$ cat config.mk
export PLATFORM = sky130hd
export DESIGN_NAME = fetch_buffer
export DESIGN_NICKNAME = d
export VERILOG_FILES = /design/src/rtl/fetch_buffer_pkg.sv /design/src/rtl/fetch_buffer_fifo.sv /design/src/rtl/fetch_buffer.sv
export SDC_FILE = /design/constraint.sdc
export NUM_CORES = 1
export LEC_CHECK = 0
export BUFFER_PORTS_ARGS = -buffer_cell sky130_fd_sc_hd__buf_2
export CORE_ASPECT_RATIO = 0.75
export CORE_MARGIN = 5
export CORE_UTILIZATION = 35
export DETAILED_ROUTE_END_ITERATION = 12
export PLACE_DENSITY = 0.63
export REMOVE_ABC_BUFFERS = 1
export SYNTH_ARGS = -nofsm -noshare
export SYNTH_HDL_FRONTEND = slang
export SYNTH_SLANG_ARGS = --single-unit
$ cat constraint.sdc
create_clock -name clk -period 3.2 [get_ports clk]
set_input_delay 0.32 -clock clk [delete_from_list [all_inputs] [get_ports clk]]
set_output_delay 0.32 -clock clk [all_outputs]
set_load 0.1 [all_outputs]
$ cat src/rtl/fetch_buffer_pkg.sv
// -----------------------------------------------------------------------------
// fetch_buffer_pkg
//   Shared definitions for the instruction fetch front end:
//   - instruction field bit positions (op / fn3 / fn7)
//   - default reset fetch address
//   - NOP encoding (used by downstream flush insertion)
//   - fetch FSM state type and FIFO entry layout
//   - word-alignment helper for redirect targets
// -----------------------------------------------------------------------------
package fetch_buffer_pkg;

  // Instruction field positions
  localparam int unsigned OP_LSB  = 0;
  localparam int unsigned OP_MSB  = 6;
  localparam int unsigned FN3_LSB = 12;
  localparam int unsigned FN3_MSB = 14;
  localparam int unsigned FN7_LSB = 25;
  localparam int unsigned FN7_MSB = 31;

  localparam logic [31:0] RESET_PC_DEFAULT = 32'h0000_0000;
  localparam logic [31:0] NOP_INSTR        = 32'h0000_0013;

  typedef enum logic [1:0] {
    FB_BOOT  = 2'd0,
    FB_FETCH = 2'd1,
    FB_DRAIN = 2'd2
  } fb_state_e;

  // FIFO entry: PC in the upper word, instruction in the lower word
  typedef struct packed {
    logic [31:0] pc;
    logic [31:0] instr;
  } fb_entry_t;

  function automatic logic [31:0] align_word(input logic [31:0] addr);
    return {addr[31:2], 2'b00};
  endfunction

endpackage

$ cat src/rtl/fetch_buffer_fifo.sv
// -----------------------------------------------------------------------------
// fetch_fifo
//   Small synchronous FIFO with push / pop / flush and an occupancy count.
//   Used both as the fetched-instruction queue ({pc, instr}) and as the
//   in-flight request PC queue.
//
//   Ports:
//     clk, rst_n   clock, asynchronous active-low reset
//     push         write push_data at the tail (ignored when full unless
//                  a pop happens in the same cycle)
//     push_data    entry to write
//     pop          drop the head entry (ignored when empty)
//     flush        empty the FIFO; takes priority over push and pop
//     head_data    current head entry (registered storage, no bypass)
//     count        number of valid entries (0..DEPTH)
//     empty, full  occupancy flags
// -----------------------------------------------------------------------------
module fetch_fifo #(
  parameter int unsigned DEPTH = 2,
  parameter int unsigned WIDTH = 64,
  localparam int unsigned AW = (DEPTH > 1) ? $clog2(DEPTH) : 1,
  localparam int unsigned CW = $clog2(DEPTH + 1)
) (
  input  logic             clk,
  input  logic             rst_n,
  input  logic             push,
  input  logic [WIDTH-1:0] push_data,
  input  logic             pop,
  input  logic             flush,
  output logic [WIDTH-1:0] head_data,
  output logic [CW-1:0]    count,
  output logic             empty,
  output logic             full
);

  logic [WIDTH-1:0] mem_q [DEPTH];
  logic [WIDTH-1:0] mem_d [DEPTH];
  logic [AW-1:0]    wr_ptr_q, wr_ptr_d;
  logic [AW-1:0]    rd_ptr_q, rd_ptr_d;
  logic [CW-1:0]    count_q, count_d;
  logic             do_push;
  logic             do_pop;

  assign empty     = (count_q == '0);
  assign full      = (count_q == CW'(DEPTH));
  assign count     = count_q;
  assign head_data = mem_q[rd_ptr_q];

  assign do_pop  = pop && !empty;
  // A pop in the same cycle frees the slot, so a full FIFO can still accept.
  assign do_push = push && (!full || do_pop);

  always_comb begin
    mem_d    = mem_q;
    wr_ptr_d = wr_ptr_q;
    rd_ptr_d = rd_ptr_q;
    count_d  = count_q;
    if (flush) begin
      wr_ptr_d = '0;
      rd_ptr_d = '0;
      count_d  = '0;
    end else begin
      if (do_push) begin
        mem_d[wr_ptr_q] = push_data;
        wr_ptr_d        = wr_ptr_q + AW'(1);
      end
      if (do_pop) begin
        rd_ptr_d = rd_ptr_q + AW'(1);
      end
      count_d = count_q + CW'(do_push) - CW'(do_pop);
    end
  end

  always_ff @(posedge clk or negedge rst_n) begin
    if (!rst_n) begin
      for (int unsigned i = 0; i < DEPTH; i++) begin
        mem_q[i] <= '0;
      end
      wr_ptr_q <= '0;
      rd_ptr_q <= '0;
      count_q  <= '0;
    end else begin
      for (int unsigned i = 0; i < DEPTH; i++) begin
        mem_q[i] <= mem_d[i];
      end
      wr_ptr_q <= wr_ptr_d;
      rd_ptr_q <= rd_ptr_d;
      count_q  <= count_d;
    end
  end

  a_no_overflow: assert property (@(posedge clk) disable iff (!rst_n)
    !(push && full && !pop && !flush));

endmodule

$ cat src/rtl/fetch_buffer.sv
// -----------------------------------------------------------------------------
// fetch_buffer
//   Instruction fetch front end feeding the ID-stage decoder. Issues
//   sequential word fetches, queues in-order responses with their PCs and
//   presents the head entry (pre-split into op/fn3/fn7) to the decoder.
//   A redirect flushes the queue and squashes responses still in flight.
//
//   Parameters:
//     DEPTH     queue entries (power of two, >= 2); also caps outstanding
//               fetches (outstanding + queued < DEPTH to issue)
//     RESET_PC  first fetch address after reset
//
//   Ports:
//     clk, rst_n                  clock, asynchronous active-low reset
//     imem_req_valid/addr/ready   fetch request channel
//     imem_rsp_valid/data         in-order fetch responses
//     redirect_valid/pc           single-cycle redirect, pc[1:0] ignored
//     id_valid/ready              decoder handshake
//     id_instr/pc/op/fn3/fn7      head entry and its decoded fields
// -----------------------------------------------------------------------------
module fetch_buffer
  import fetch_buffer_pkg::*;
#(
  parameter int unsigned DEPTH    = 2,
  parameter logic [31:0] RESET_PC = RESET_PC_DEFAULT
) (
  input  logic        clk,
  input  logic        rst_n,
  output logic        imem_req_valid,
  output logic [31:0] imem_req_addr,
  input  logic        imem_req_ready,
  input  logic        imem_rsp_valid,
  input  logic [31:0] imem_rsp_data,
  input  logic        redirect_valid,
  input  logic [31:0] redirect_pc,
  output logic        id_valid,
  input  logic        id_ready,
  output logic [31:0] id_instr,
  output logic [31:0] id_pc,
  output logic [6:0]  id_op,
  output logic [2:0]  id_fn3,
  output logic [6:0]  id_fn7
);

  localparam int unsigned CW = $clog2(DEPTH + 1);

  fb_state_e     state_q, state_d;
  logic [31:0]   pc_q, pc_d;
  logic [CW-1:0] discard_q, discard_d;

  logic [CW-1:0] fifo_count;
  logic [CW-1:0] outstanding;
  logic [CW-1:0] outstanding_after;
  logic [CW:0]   credit_used;
  logic          fifo_empty, fifo_full;
  logic          pcq_empty, pcq_full;
  logic [31:0]   rsp_pc;
  fb_entry_t     head;
  fb_entry_t     push_entry;

  logic          fire;
  logic          push;
  logic          pop;

  // ---------------------------------------------------------------------------
  // Handshakes
  // ---------------------------------------------------------------------------
  assign credit_used    = {1'b0, outstanding} + {1'b0, fifo_count};
  assign imem_req_valid = (state_q == FB_FETCH) && !redirect_valid &&
                          (credit_used < (CW+1)'(DEPTH));
  assign imem_req_addr  = pc_q;
  assign fire           = imem_req_valid && imem_req_ready;

  assign id_valid = !fifo_empty;
  assign pop      = id_valid && id_ready && !redirect_valid;
  // Responses are kept only in FETCH and only when no redirect squashes them.
  assign push     = imem_rsp_valid && (state_q == FB_FETCH) && !redirect_valid;

  assign push_entry = '{pc: rsp_pc, instr: imem_rsp_data};

  // ---------------------------------------------------------------------------
  // Instruction queue and in-flight PC queue.
  // The PC queue pops on every response, stale or not, so it is never
  // flushed: stale PCs drain out in step with the stale responses.
  // ---------------------------------------------------------------------------
  fetch_fifo #(
    .DEPTH (DEPTH),
    .WIDTH (64)
  ) u_instr_fifo (
    .clk       (clk),
    .rst_n     (rst_n),
    .push      (push),
    .push_data (push_entry),
    .pop       (pop),
    .flush     (redirect_valid),
    .head_data (head),
    .count     (fifo_count),
    .empty     (fifo_empty),
    .full      (fifo_full)
  );

  fetch_fifo #(
    .DEPTH (DEPTH),
    .WIDTH (32)
  ) u_pc_queue (
    .clk       (clk),
    .rst_n     (rst_n),
    .push      (fire),
    .push_data (pc_q),
    .pop       (imem_rsp_valid),
    .flush     (1'b0),
    .head_data (rsp_pc),
    .count     (outstanding),
    .empty     (pcq_empty),
    .full      (pcq_full)
  );

  assign id_instr = head.instr;
  assign id_pc    = head.pc;
  assign id_op    = head.instr[OP_MSB:OP_LSB];
  assign id_fn3   = head.instr[FN3_MSB:FN3_LSB];
  assign id_fn7   = head.instr[FN7_MSB:FN7_LSB];

  // ---------------------------------------------------------------------------
  // Fetch control
  // ---------------------------------------------------------------------------
  assign outstanding_after = outstanding - CW'(imem_rsp_valid);

  always_comb begin
    state_d   = state_q;
    pc_d      = pc_q;
    discard_d = discard_q;

    if (redirect_valid) begin
      pc_d = align_word(redirect_pc);
    end else if (fire) begin
      pc_d = pc_q + 32'd4;
    end

    unique case (state_q)
      FB_BOOT: begin
        state_d = FB_FETCH;
      end
      FB_FETCH: begin
        // Redirect never coincides with a fire, so every request still
        // outstanding after this cycle's response is stale.
        if (redirect_valid && (outstanding_after != '0)) begin
          state_d   = FB_DRAIN;
          discard_d = outstanding_after;
        end
      end
      FB_DRAIN: begin
        if (imem_rsp_valid) begin
          discard_d = discard_q - CW'(1);
          if (discard_q == CW'(1)) begin
            state_d = FB_FETCH;
          end
        end
      end
      default: begin
        state_d = FB_BOOT;
      end
    endcase
  end

  always_ff @(posedge clk or negedge rst_n) begin
    if (!rst_n) begin
      state_q   <= FB_BOOT;
      pc_q      <= RESET_PC;
      discard_q <= '0;
    end else begin
      state_q   <= state_d;
      pc_q      <= pc_d;
      discard_q <= discard_d;
    end
  end

  // ---------------------------------------------------------------------------
  // Protocol checks
  // ---------------------------------------------------------------------------
  a_rsp_fifo_full: assert property (@(posedge clk) disable iff (!rst_n)
    !(push && fifo_full && !pop));

  a_rsp_orphan: assert property (@(posedge clk) disable iff (!rst_n)
    !(imem_rsp_valid && pcq_empty));

  a_fire_credit: assert property (@(posedge clk) disable iff (!rst_n)
    !(fire && pcq_full));

endmodule
==> results of run 1 <==
[logic make-up (layout without fill, tap and decap cells)]
kind of cell | after synthesis | count (layout) | share of synthesized area [%]
XOR/XNOR | 28 | 28 | 2.364
multiplexers | 220 | 220 | 23.49
buffers and inverters | 84 | 262 | 4.233
AND/OR/NAND/NOR | 181 | 181 | 8.406
other | 1 | 4 | 0.03614
adder cells (fa/ha/maj) | 8 | 8 | 1.037
AO/OA/AOI/OAI | 109 | 109 | 5.921
flip-flops | 226 | 226 | 54.51
[critical path, cell delays in order (launching register included)]
cell and delay (ns):
dfrtp_1 0.38, inv_1 0.14, nor2_1 0.08, fa_1 0.46, or4b_4 0.64, nor2_4 0.18, o21ai_1 0.18, inv_1 0.13
nand2_1 0.08, buf_4 0.26, mux2_1 0.34
[what timing repair did]
item | 4_1_cts | 5_1_grt
setup endpoints to repair | 0 | 0
hold buffers | 6 | 0
hold endpoints to repair | 90 | 0
[registers in the layout, indices dropped and copies added (netlist names)]
name                   cells
discard_q                  2
imem_req_addr             30
state_q                    2
u_instr_fifo.count         2
u_instr_fifo.mem_q       124
u_instr_fifo.rd_ptr_q      1
u_instr_fifo.wr_ptr_q      1
u_pc_queue.count           2
u_pc_queue.mem_q          60
u_pc_queue.rd_ptr_q        1
u_pc_queue.wr_ptr_q        1
[stage by stage]
| stage | std cells | utilization [%] |
|---|---|---|
| final | 1430 | 42.87 |
| after global placement | 1379 | 39.85 |
| after global routing | 1430 | 42.87 |
| after detailed placement | 1379 | 39.85 |
| after CTS | 1430 | 42.87 |
| after floorplan | 786 | - |
[cell type report]
cell class                 instances  area [um^2]
fill                            2820        16670
sequential                       226         5660
multi-input combinational        550         4320
timing repair buffer             207         1184
clock buffer                      34        709.4
tap                              392        490.5
clock inverter                    11        111.4
inverter                          10        37.54
[layer usage]
metal  wire length, um  global-route usage [%]
met1             12460                   22.45
met2             11330                   23.00
met3              1371                   3.014
met4               424                   2.550
met5                 0                       0
[cell usage in the layout (no fill, tap or decap), types with 12 or more instances in the layout]
cell type | Yosys | final
a21oi_1 | 38 | 38
xor2_1 | 19 | 19
nand2_1 | 62 | 61
dfrtp_1 | 226 | 224
buf_2 | 18 | 177
nand3_1 | 12 | 12
mux2i_1 | 32 | 32
nor2_1 | 52 | 51
o21ai_0 | 52 | 52
mux2_2 | 187 | 187
buf_4 | 23 | 19
clkbuf_16 | 0 | 25
nand4_1 | 17 | 17
[worst max path at each step]
stage               slack (ns)                start  cells past startpoint                     end
floorplan                -2.16           state_q[1]                      4  u_instr_fifo.mem_q[64]
global placement          0.28  u_pc_queue.count[0]                     10     u_pc_queue.mem_q[7]
detailed placement        0.21  u_pc_queue.count[0]                     10     u_pc_queue.mem_q[7]
CTS                       0.21  u_pc_queue.count[0]                     10     u_pc_queue.mem_q[7]
global route              0.05  u_pc_queue.count[0]                     10     u_pc_queue.mem_q[7]
finish                    0.20  u_pc_queue.count[0]                     10     u_pc_queue.mem_q[7]
==> impl_metrics.json, run 1 <==
{
  "outcome": "completed",
  "ys.flop_type": "dfrtp_1",
  "initial_utilization_pct": 35.55,
  "hold_path_class": "in2reg",
  "required_ns": 3.60,
  "worstReg2RegEnd": "u_pc_queue.mem_q[7]",
  "finalCritPeriodShare_pct": 93.78,
  "yosysMostFrequentCell": "dfrtp_1",
  "setup_ws_ns": 0.1992,
  "worst_clock_skew_ns": 0.006314,
  "syn_inst": 857,
  "hold_violations": 0,
  "fin_hold_ws_ns": 0.02372,
  "cts_setup_buffers": 0,
  "track_usage_pct": 15.01,
  "first_global_vias": 7235,
  "cp.arrival_ns": 3.40,
  "synth_top_area_share_pct": 54.51,
  "hold_path_end": "imem_req_addr[17]",
  "max_slew_margin_pct": 27.94,
  "die_w_um": 208.8,
  "pre_cts_ws_ns": 0.2144,
  "crit_type": "reg2reg",
  "rows": 54,
  "globalRouteOverflowTotal": 0,
  "hold_depth": 3,
  "final-setup-viol-count": 0,
  "r2r_start": "u_pc_queue.count[0]",
  "ys_seq_elements": 226,
  "cts_tree": "done",
  "reg2reg_depth": 10,
  "place_hpwl_mm": 17.34,
  "wl_per_cell_um": 17.89,
  "yosysWarnings": 0,
  "cts_sinks": 226,
  "grt_pass1_wl_mm": 41.01,
  "dieArea_um2": 33220,
  "post_cts_resized": 0,
  "drtIter0Drc": 346,
  "period_needed_ns": 3.001,
  "grt_max_degree": 93,
  "clock_path_buffers": 3,
  "final_nets": 1098,
  "r2r_slack_ns": 0.20,
  "rsz0062_at_grt": "no",
  "io_buffers": 178,
  "fmax_mhz": 333.2,
  "diodes": 0,
  "avgSynthCellArea_um2": 12.11,
  "clk_latency_ns": 0.52,
  "antenna_found_initial": 0,
  "htreeDepth": 1,
  "synth_area_leaders": "dfrtp_1 55%, mux2_2 20%, mux2i_1 3.1%, o21ai_0 2.5%, nand2_1 2.2%",
  "die_h_um": 159.1,
  "synthToLayoutAreaGrowth_pct": 20.61,
  "tns_ns": 0,
  "via_count": 7030,
  "yosysSeqAreaShare_pct": 54.51,
  "synth_top_area_cell": "dfrtp_1",
  "gp_congestion": 0.7760,
  "antenna_left": 0,
  "drv_cap": 0,
  "drt-total-wl_mm": 25.59,
  "synth_edf_count": 0,
  "yosys.cell_types.count": 50,
  "place_area_um2": 11630,
  "drive_gt1_share_pct": 42.68,
  "worstHoldStart": "redirect_pc[17]",
  "end_kind": "flop",
  "worstMarginPinSlew_ns": 1.081,
  "drc": 0,
  "startpoint_type": "flop",
  "synth_common_cells": "226 x dfrtp_1, 187 x mux2_2, 62 x nand2_1, 52 x nor2_1, 52 x o21ai_0",
  "design_area_um2": 12510,
  "clk_pin_slew_ns": 0.06,
  "path_max_fanout": 24,
  "synthArstFlopShare_pct": 100.0,
  "maxSlewViolCount": 0,
  "first_pass_iters": 5,
  "clockRootBuffer": "clkbuf_16",
  "viasPerCell": 4.916,
  "io-pin-count": 185,
  "core_um2": 29190,
  "cts_buffers": 25,
  "synth_area_um2": 10370
}
Power of run 1 is left out: the tool's default activity adds up to more than one toggle a clock period on the data nets, which glitch-free logic cannot reach.
==> inputs of run 2 (changes only) <==
--- a/config.mk
+++ b/config.mk
@@ -9,6 +9,7 @@
 export CORE_ASPECT_RATIO = 0.75
 export CORE_MARGIN = 5
 export CORE_UTILIZATION = 35
+export CTS_BUF_LIST = sky130_fd_sc_hd__clkbuf_16
 export DETAILED_ROUTE_END_ITERATION = 12
 export PLACE_DENSITY = 0.63
 export REMOVE_ABC_BUFFERS = 1
==> impl_metrics.json, run 2 (synthesized netlist as in run 1, its figures left out) <==
{
  "cp-startpoint": "u_pc_queue.count[0]",
  "first_pass_iters": 5,
  "hold_depth": 3,
  "htreeDepth": 1,
  "cts_sinks": 226,
  "grtUsageMet3_pct": 3.092,
  "die_h_um": 159.1,
  "antenna_left": 0,
  "gp_congestion": 0.7760,
  "place_hpwl_mm": 17.34,
  "max_slew_margin_pct": 27.84,
  "grt_busiest_layer": "met2",
  "reg2reg_depth": 10,
  "hold_violations": 0,
  "viasPerCell": 4.936,
  "final_nets": 1099,
  "r2r_start": "u_pc_queue.count[0]",
  "drive_gt1_share_pct": 42.16,
  "setup_ws_ns": 0.1983,
  "cp.arrival_ns": 3.40,
  "clock_path_buffers": 3,
  "grt_max_degree": 93,
  "finalCritPeriodShare_pct": 93.80,
  "io_buffers": 178,
  "worst_clock_skew_ns": 0.006009,
  "outcome": "completed",
  "drt-total-wl_mm": 25.60,
  "use_met2_pct": 23.05,
  "largest_reg_flops": 124,
  "utilization_pct": 42.73,
  "antenna_found_initial": 0,
  "io-pin-count": 185,
  "final-setup-viol-count": 0,
  "first_global_vias": 7231,
  "final_common_cell": "dfrtp_1",
  "cts_tree": "done",
  "rsz0062_at_grt": "no",
  "initial_utilization_pct": 35.55,
  "startpoint_type": "flop",
  "hold_path_class": "in2reg",
  "period_needed_ns": 3.002,
  "path_max_fanout": 24,
  "die_w_um": 208.8,
  "clockRootBuffer": "clkbuf_16",
  "globalRouteOverflowTotal": 0,
  "clk_pin_slew_ns": 0.06,
  "drv_cap": 0,
  "pre_cts_ws_ns": 0.2144,
  "use_met1_pct": 22.39,
  "largest_register": "u_instr_fifo.mem_q",
  "core_um2": 29190,
  "fmax_mhz": 333.1,
  "worstHoldStart": "redirect_pc[3]",
  "dieArea_um2": 33220,
  "via_count": 7063,
  "synthToLayoutAreaGrowth_pct": 20.22,
  "grt_pass1_wl_mm": 41.02,
  "maxSlewViolCount": 0,
  "clk_latency_ns": 0.52,
  "rows": 54,
  "drc": 0,
  "track_usage_pct": 15.01,
  "drtIter0Drc": 335,
  "diodes": 0,
  "final_cell_mix": "224 x dfrtp_1, 187 x mux2_2, 177 x buf_2",
  "cts_buffers": 25,
  "required_ns": 3.60,
  "wl_per_cell_um": 17.89,
  "crit_type": "reg2reg",
  "worstMarginPinSlew_ns": 1.082,
  "end_kind": "flop"
}
run 2: cell types whose count changed in the layout (fill, tap and decap cells not counted), sizes merged:
cell	before	now
clkbuf	34	25
inv	11	15
dlygate4sd3	6	7
clkinv	7	12
run 2: cell type report:
cell class	instances	area (um^2)
tap	392	490.5
sequential	226	5660
inverter	10	37.54
clock inverter	20	145.1
multi-input combinational	550	4320
fill	2827	16710
timing repair buffer	208	1194
clock buffer	25	625.6
run 2: through the flow:
stage / instances / hold slack (ns) / TNS [ns] / instance area [um^2]
finish: 1431 / 0.02683 / 0 / 12470
global route: 1431 / 0.01914 / 0 / 12470
CTS: 1431 / 0.001303 / 0 / 12470
detailed placement: 1379 / 0.3709 / 0 / 11630
global placement: 1379 / 0.3640 / 0 / 11630
floorplan: 786 / 0.02441 / -150.95 / 9985
run 2: repair_timing:
| item | in CTS | in global routing |
|---|---|---|
| resized for setup | 0 | 0 |
| hold buffers | 7 | 0 |
| setup buffers | 0 | 0 |
| endpoints found under the hold margin | 91 | 0 |
run 2: layer usage:
layer / wire (um) / part of all wire, % / vias to the layer above
li1: - / - / 3321
met1: 12390 / 48 / 3511
met2: 11300 / 44 / 198
met3: 1470 / 5.7 / 33
met4: 430 / 1.7 / 0
met5: 0 / 0 / -
run 2: worst max-delay path: stages (launching register included):
cell and delay, ns:
dfrtp_1 0.38, inv_1 0.14, nor2_1 0.08, fa_1 0.46, or4b_4 0.64, nor2_4 0.19
o21ai_1 0.18, inv_1 0.13, nand2_1 0.08, buf_4 0.26, mux2_1 0.34
run 2: final timing paths:
check                                          to  slack, ns
max in group asynchronous  u_instr_fifo.mem_q[95]       1.92
min reg2reg                u_instr_fifo.mem_q[46]       0.47
max                           u_pc_queue.mem_q[7]       0.20
min in group asynchronous  u_instr_fifo.mem_q[20]       0.37
max reg2reg                   u_pc_queue.mem_q[7]       0.20
min                              imem_req_addr[3]       0.03
Power of run 2 is left out for the same reason.
==> inputs of run 3 (changes only) <==
--- a/config.mk
+++ b/config.mk
@@ -8,10 +8,10 @@
 export BUFFER_PORTS_ARGS = -buffer_cell sky130_fd_sc_hd__buf_2
 export CORE_ASPECT_RATIO = 0.75
 export CORE_MARGIN = 5
-export CORE_UTILIZATION = 35
+export CORE_UTILIZATION = 56
 export CTS_BUF_LIST = sky130_fd_sc_hd__clkbuf_16
 export DETAILED_ROUTE_END_ITERATION = 12
-export PLACE_DENSITY = 0.63
+export PLACE_DENSITY = 0.89
 export REMOVE_ABC_BUFFERS = 1
 export SYNTH_ARGS = -nofsm -noshare
 export SYNTH_HDL_FRONTEND = slang
==> impl_metrics.json, run 3 (synthesized netlist as in run 1, its figures left out) <==
{
  "outcome": "completed",
  "period_needed_ns": 2.955,
  "largest_register": "u_instr_fifo.mem_q",
  "utilization_pct": 65.97,
  "dieArea_um2": 21380,
  "final_nets": 1082,
  "htreeDepth": 1,
  "track_usage_pct": 21.33,
  "tns_ns": 0,
  "first_pass_iters": 5,
  "fmax_mhz": 338.4,
  "final_common_cell": "dfrtp_1",
  "cp.arrival_ns": 3.33,
  "finalCritPeriodShare_pct": 92.35,
  "antenna_found_initial": 0,
  "grt_max_degree": 94,
  "largest_reg_flops": 124,
  "rows": 43,
  "clk_pin_slew_ns": 0.07,
  "worst_clock_skew_ns": 0.01057,
  "clockRootBuffer": "clkbuf_16",
  "required_ns": 3.58,
  "io_buffers": 178,
  "worstMarginPinSlew_ns": 1.081,
  "grt_pass1_wl_mm": 37.44,
  "end_kind": "flop",
  "die_w_um": 167.2,
  "first_global_vias": 7170,
  "gp_congestion": 0.8114,
  "design_area_um2": 12100,
  "cts_sinks": 226,
  "final-setup-viol-count": 0,
  "diodes": 0,
  "io-pin-count": 185,
  "antenna_left": 0,
  "drc": 0,
  "cts_buffers": 22,
  "globalRouteOverflowTotal": 0,
  "post_cts_resized": 0,
  "maxSlewViolCount": 0,
  "hold_violations": 0,
  "startpoint_type": "flop",
  "rsz0062_at_grt": "no",
  "via_count": 7021,
  "final_cells": 1267,
  "clock_path_buffers": 3,
  "placedCellCount": 1226,
  "crit_type": "reg2reg",
  "die_h_um": 127.9,
  "drv_cap": 0,
  "cts_tree": "done",
  "core_um2": 18350,
  "max_slew_margin_pct": 27.90,
  "drive_gt1_share_pct": 41.76,
  "drtIter0Drc": 559,
  "drt-total-wl_mm": 22.90,
  "synthToLayoutAreaGrowth_pct": 16.66,
  "hold_path_class": "in2reg",
  "clk_latency_ns": 0.50,
  "path_max_fanout": 8,
  "final_cell_mix": "224 x dfrtp_1, 187 x mux2_2, 177 x buf_2",
  "viasPerCell": 5.541,
  "wl_per_cell_um": 18.07,
  "place_area_um2": 11400,
  "place_hpwl_mm": 14.98,
  "initial_utilization_pct": 56.55
}
[run 3: cell types whose count changed in the layout (fill, tap and decap cells not counted), sizes merged]
cell and change:
clkbuf -3, buf -8, dlygate4sd3 -6, clkinvlp -1, clkinv -1
[run 3: path summary, 6_finish.rpt]
| check | endpoint | depth (start not counted) | start | slack (ns) |
|---|---|---|---|---|
| min in group asynchronous | u_instr_fifo.mem_q[66] | 2 | rst_n | 0.42 |
| max in group asynchronous | u_instr_fifo.mem_q[8] | 3 | rst_n | 1.91 |
| worst max register to register | imem_req_addr[15] | 8 | u_pc_queue.count[0] | 0.24 |
| worst min-delay path | imem_req_addr[5] | 3 | redirect_pc[5] | 0.03 |
| worst max-delay path | imem_req_addr[15] | 8 | u_pc_queue.count[0] | 0.24 |
| worst min register to register | u_instr_fifo.mem_q[46] | 2 | u_instr_fifo.mem_q[46] | 0.48 |
[run 3: what timing repair did]
action                                 CTS  global route
hold buffers                             1             0
buffers inserted                         0             0
endpoints found under the hold margin   90             0
[run 3: layer usage]
metal / vias up / part of all wire, % / track usage (%) / wire length [um]
met1: 3490 / 47 / 30.62 / 10770
met3: 34 / 5.2 / 3.637 / 1181
met2: 209 / 46 / 34.15 / 10480
met5: - / 0 / 0 / 0
met4: 0 / 2.0 / 5.821 / 466
li1: 3288 / - / - / -
[run 3: worst max-delay path, stage by stage, from the launching register on]
cell and delay, ns:
dfrtp_1 0.38, inv_1 0.13, nor2_1 0.08, fa_1 0.46
or4b_4 0.62, nor4_1 0.58, nand3_1 0.17, xnor2_1 0.15
mux2_2 0.27
[run 3: layout make-up]
| type | instances | area (um^2) |
|---|---|---|
| Timing Repair Buffer | 194 | 1086 |
| Sequential cell | 226 | 5658 |
| Inverter | 10 | 37.54 |
| Clock buffer | 22 | 550.5 |
| Tap cell | 247 | 309.0 |
| Clock inverter | 18 | 141.4 |
| Multi-Input combinational cell | 550 | 4320 |
| Fill cell | 1399 | 6243 |
[run 3: metrics by stage]
| step | worst slack [ns] | hold slack, ns |
|---|---|---|
| floorplan | -2.160 | 0.02441 |
| global placement | 0.3634 | 0.3938 |
| detailed placement | 0.2932 | 0.3933 |
| CTS | 0.2776 | 0.005586 |
| global route | 0.1073 | 0.02753 |
| finish | 0.2447 | 0.02666 |
Power of run 3 is left out for the same reason.
